--- config.mk ---
export PLATFORM = sky130hd
export DESIGN_NAME = minmax_frame_tx
export DESIGN_NICKNAME = d
export VERILOG_FILES = /design/src/rtl/minmax_frame_tx.sv
export SDC_FILE = /design/constraint.sdc
export NUM_CORES = 1
export LEC_CHECK = 0
export ABC_AREA = 1
export CAP_MARGIN = 30
export CORE_MARGIN = 1.5
export CORE_UTILIZATION = 32
export CTS_CLUSTER_SIZE = 12
export DETAILED_ROUTE_END_ITERATION = 6
export PLACE_DENSITY_LB_ADDON = 0.2
export SLEW_MARGIN = 20
export SYNTH_ARGS = -nofsm -noshare
export SYNTH_HDL_FRONTEND = slang
export SYNTH_SLANG_ARGS = --single-unit
export TNS_END_PERCENT = 100
--- constraint.sdc ---
create_clock -name clk -period 1.8 [get_ports clk]
set_input_delay 0.45 -clock clk [delete_from_list [all_inputs] [get_ports clk]]
set_output_delay 0.45 -clock clk [all_outputs]
set_load 0.005 [all_outputs]
--- src/rtl/minmax_frame_tx.sv ---
// minmax_frame_tx: captures the final max/min from the scan stage when its
// done rises. It then sends a 6-byte result frame on a valid/ready byte
// stream: header, max, min, range, seq, checksum.
module minmax_frame_tx #(
  parameter logic [7:0]  HEADER = 8'hA5,
  parameter int unsigned DATA_W = 8
) (
  input  logic              clk,
  input  logic              nRST,
  input  logic              done,
  input  logic [DATA_W-1:0] max,
  input  logic [DATA_W-1:0] min,
  output logic [7:0]        tx_data,
  output logic              tx_valid,
  input  logic              tx_ready,
  output logic              busy,
  output logic              overrun,
  output logic [7:0]        seq
);

  localparam logic [1:0] S_IDLE = 2'd0;
  localparam logic [1:0] S_ARM  = 2'd1;
  localparam logic [1:0] S_SEND = 2'd2;

  logic [1:0]        state;
  logic              done_d;
  logic              rise;
  logic [DATA_W-1:0] cap_max;
  logic [DATA_W-1:0] cap_min;
  logic [7:0]        cap_seq;
  logic [2:0]        idx;
  logic [DATA_W-1:0] range_val;
  logic [7:0]        checksum;
  logic [7:0]        next_byte;
  logic              accept;

  assign rise   = done & ~done_d;
  assign accept = tx_valid & tx_ready;

  // Range saturates at zero rather than wrapping when min exceeds max.
  always_comb begin
    range_val = '0;
    if (cap_min <= cap_max)
      range_val = cap_max - cap_min;
  end

  // Checksum depends only on captured registers, so it holds steady for the whole frame.
  always_comb begin
    checksum = HEADER ^ cap_max ^ cap_min ^ range_val ^ cap_seq;
  end

  // Byte that follows the one currently on tx_data (frame position idx+1).
  always_comb begin
    next_byte = HEADER;
    case (idx)
      3'd0:    next_byte = cap_max;
      3'd1:    next_byte = cap_min;
      3'd2:    next_byte = range_val;
      3'd3:    next_byte = cap_seq;
      3'd4:    next_byte = checksum;
      default: next_byte = HEADER;
    endcase
  end

  // Edge detection, capture, frame sequencing and overrun tracking.
  always_ff @(posedge clk or posedge nRST) begin
    if (nRST) begin
      state    <= S_IDLE;
      done_d   <= 1'b0;
      cap_max  <= '0;
      cap_min  <= '0;
      cap_seq  <= '0;
      idx      <= '0;
      tx_data  <= '0;
      tx_valid <= 1'b0;
      busy     <= 1'b0;
      overrun  <= 1'b0;
      seq      <= '0;
    end else begin
      done_d <= done;
      // Any rise outside IDLE is dropped, including one on the cycle busy falls.
      if (rise && state != S_IDLE)
        overrun <= 1'b1;
      case (state)
        S_IDLE: begin
          if (rise)
            state <= S_ARM;
        end
        S_ARM: begin
          // The scan results settle one cycle after done, so capture them here.
          cap_max  <= max;
          cap_min  <= min;
          cap_seq  <= seq;
          busy     <= 1'b1;
          idx      <= '0;
          tx_data  <= HEADER;
          tx_valid <= 1'b1;
          state    <= S_SEND;
        end
        S_SEND: begin
          if (accept) begin
            if (idx == 3'd5) begin
              tx_valid <= 1'b0;
              busy     <= 1'b0;
              seq      <= seq + 8'd1;
              state    <= S_IDLE;
            end else begin
              idx     <= idx + 3'd1;
              tx_data <= next_byte;
            end
          end
        end
        default: state <= S_IDLE;
      endcase
    end
  end

endmodule

==> metrics <==
syn_area_per_cell=7.56 sq um; CTS sink count=48; Final nets=494; via count=2655; Crit. Startpoint=cap_max[0]; area grow syn2layout=41.3%; DIE WIDTH=96.8 microns; Final WS setup=-94.7 ps; total wire length=7.58 mm; number of synthesized flops with an enable pin=0; R2R setup slack=-90 ps; layout cells sized above 1=0.220; status=complete, but fails checks; Placed Area=3660 sq um; vias in the first global route=2618; Primary FF master, synth=dfrtp_1; Rows=34; Critical Path Sink=tx_data[1]; Seq/Total Area, Yosys=0.427; detail-routed via count per cell=4.67; boundary pin count=39; TritonCTS buffer count=5; diodes inserted=0; Crit path arrival time=2110 ps; DR pass1 iterations=5; Post-DP HPWL=5.62 mm; Root Driver=clkbuf_8; die height=96.8 microns; Most common cell on crit path=nand2_1; H-tree levels=2; Post-Synthesis Cell Area=2810 sq um; die area=9360 sq um; post-route cell area=3970 sq um; Gate Count Post-Synth=372; DRC Markers=0; Yosys reg bits=48; Layout Skew=4.90 ps; port bufs=38; Critical Path Stages=15; Worst Path Required=2010 ps; crit-path cells=inv_2 > ha_4 > inv_2 > fa_2 > nand2_2 > nand2_4 > nand3_4 > nand3_4 > buf_4 > nand2_1 > nand2_1 > nand3_1 > nand3_1 > nand2_1 > nand2_1; cell count of the worst reg-to-reg path=15; Initial Util=0.326; asr flop ratio synth=1.00; reg-to-reg startpoint=cap_max[0]; initial antenna violation count=0; core region area=8640 sq um; Slew Limit Fails=0; worst vdd ir=0.000634 V; delay-heaviest family, CP=simple AND/OR/NAND/NOR gates; hold slack=449 ps; Crit Path Category=reg -> reg; failing checks=setup timing; synth warn=0; # hold bufs at CTS=0; FMAX=528 MHz; largest net degree at the start of global routing=49; GRT Util Overall=0.165; Hold Vio Cnt, Final=0; Tot Pwr=0.00810 W; clk buf depth=2; Synth Net Count=407; fin util=0.460; Slew headroom=0.763; unrepaired setup endpoints after global routing=yes; CP Buf/Inv Count=3; Max-Cap Viols=0; post-synthesis cell type count=31; first-pass GRT wire length=12.5 mm; Min-Delay Path Class=reg -> reg; Post-Layout Cell Count=568; crit end category=flip-flop; FF-to-FF End=tx_data[1]; DRT iter0 DRCs=95; Power Dens Cells=2040 nW/um^2; Startpoint Class=flip-flop; Routed Antenna Nets=0; placed insts=554; routed len/inst=13.3 microns; Worst-Skew Late Latency=310 ps; grt ovf=0; Setup-failing EPs final=8; CTS tree=built; clock-pin slew on the worst setup and hold paths=100 ps; routability cong.=0.860; minimum clock period=1890 ps; worst-path fanout max=6; Worst path max stage delay=380 ps; Worst path slowest cell=dfrtp_1; Slew @ Worst Pin=355 ps; Leak=1.93 nW; crit share post-route=1.05
## layer usage
layer  track usage  part of all wire
met5             0                 0
met4        0.0412            0.0098
met3        0.0289             0.034
met2         0.254              0.45
met1         0.239              0.51
## worst min-delay path by stage
stage,from,to,slack (ps),cells after the start
after floorplan,done_d,state[0],410,1
final,done_d,state[0],450,1
after global routing,done_d,state[0],490,1
after CTS,done_d,state[0],450,1
after global placement,done_d,state[0],420,1
after detailed placement,done_d,state[0],420,1
## sequential cells by signal, summed over array words and instances, names as in the netlist
name / flops
state: 2
cap_max: 8
done_d: 1
cap_min: 8
busy: 1
tx_data: 8
cap_seq: 8
overrun: 1
seq: 8
idx: 3
## layout by cell type, fill, tap and decap left out, types with 4 or more instances in the layout
cell type	synthesis	routed
clkbuf_8	0	6
clkdlybuf4s50_1	0	38
nor2_2	2	4
nand2_1	115	106
nand2_2	7	12
dfrtp_1	48	46
o22ai_1	5	5
a21oi_1	11	8
o21ai_0	28	27
nand3_1	30	26
nor2_1	25	22
xnor2_1	5	5
inv_2	0	6
buf_4	1	46
ha_1	14	11
xor2_1	6	6
inv_1	52	46
## where the power goes
group | internal [W] | switching [W]
sequential | 0.00145 | 0.000260
clock | 0.000455 | 0.000403
combinational | 0.00254 | 0.00299
total | 0.00445 | 0.00366
## worst reg2reg max path: cells and delay by family, from the launching register on
| kind | cells | cell delay (ps) |
|---|---|---|
| AND/OR/NAND/NOR | 10 | 680 |
| adder cells (fa/ha/maj) | 2 | 460 |
| flip-flops | 1 | 380 |
| buffers and inverters | 3 | 280 |
## Yosys cell counts (2+ instances only)
| library cell | n | area share |
|---|---|---|
| nand2_1 | 115 | 0.15 |
| inv_1 | 52 | 0.069 |
| dfrtp_1 | 48 | 0.43 |
| nand3_1 | 30 | 0.053 |
| o21ai_0 | 28 | 0.050 |
| nor2_1 | 25 | 0.033 |
| ha_1 | 14 | 0.062 |
| a21oi_1 | 11 | 0.020 |
| nand2_2 | 7 | 0.016 |
| xor2_1 | 6 | 0.019 |
| o22ai_1 | 5 | 0.011 |
| xnor2_1 | 5 | 0.016 |
| clkbuf_1 | 4 | 0.0053 |
| nand3b_1 | 2 | 0.0053 |
| nor2_2 | 2 | 0.0044 |
| o21ai_1 | 2 | 0.0036 |
| o221ai_1 | 2 | 0.0062 |
## timing repair
action | CTS | global route
setup buffers | 2 | 4
endpoints found under the setup margin | 10 | 15
gates cloned | 0 | 0
gates resized for setup | 11 | 26
pin swaps | 4 | 7
## cell type report
type	instances	area, sq um
Fill cell	891	4660
Multi-Input combinational cell	265	1540
Sequential cell	48	1200
Timing Repair Buffer	87	777
Inverter	52	195
Tap cell	108	135
Clock buffer	6	82.6
Clock inverter	2	38.8
## per-stage QoR
| stage | worst slack (ps) | setup TNS, ps |
|---|---|---|
| 5_1_grt | -242 | -1580 |
| 3_5_place_dp | -244 | -1500 |
| 2_1_floorplan | -40.0 | -145 |
| 4_1_cts | -80.7 | -420 |
| 3_3_place_gp | -250 | -1170 |
| 6_report | -94.7 | -463 |
## cell families (layout without fill, tap and decap cells)
group	count (synthesis)	in the layout	synth area share
AND/OR/NAND/NOR	186	186	0.278
adder cells (fa/ha/maj)	15	15	0.0694
buffers and inverters	59	147	0.0832
flip-flops	48	48	0.427
XOR/XNOR	11	11	0.0343
AO/OA/AOI/OAI	53	53	0.108
(Power assumes the default switching activity.)
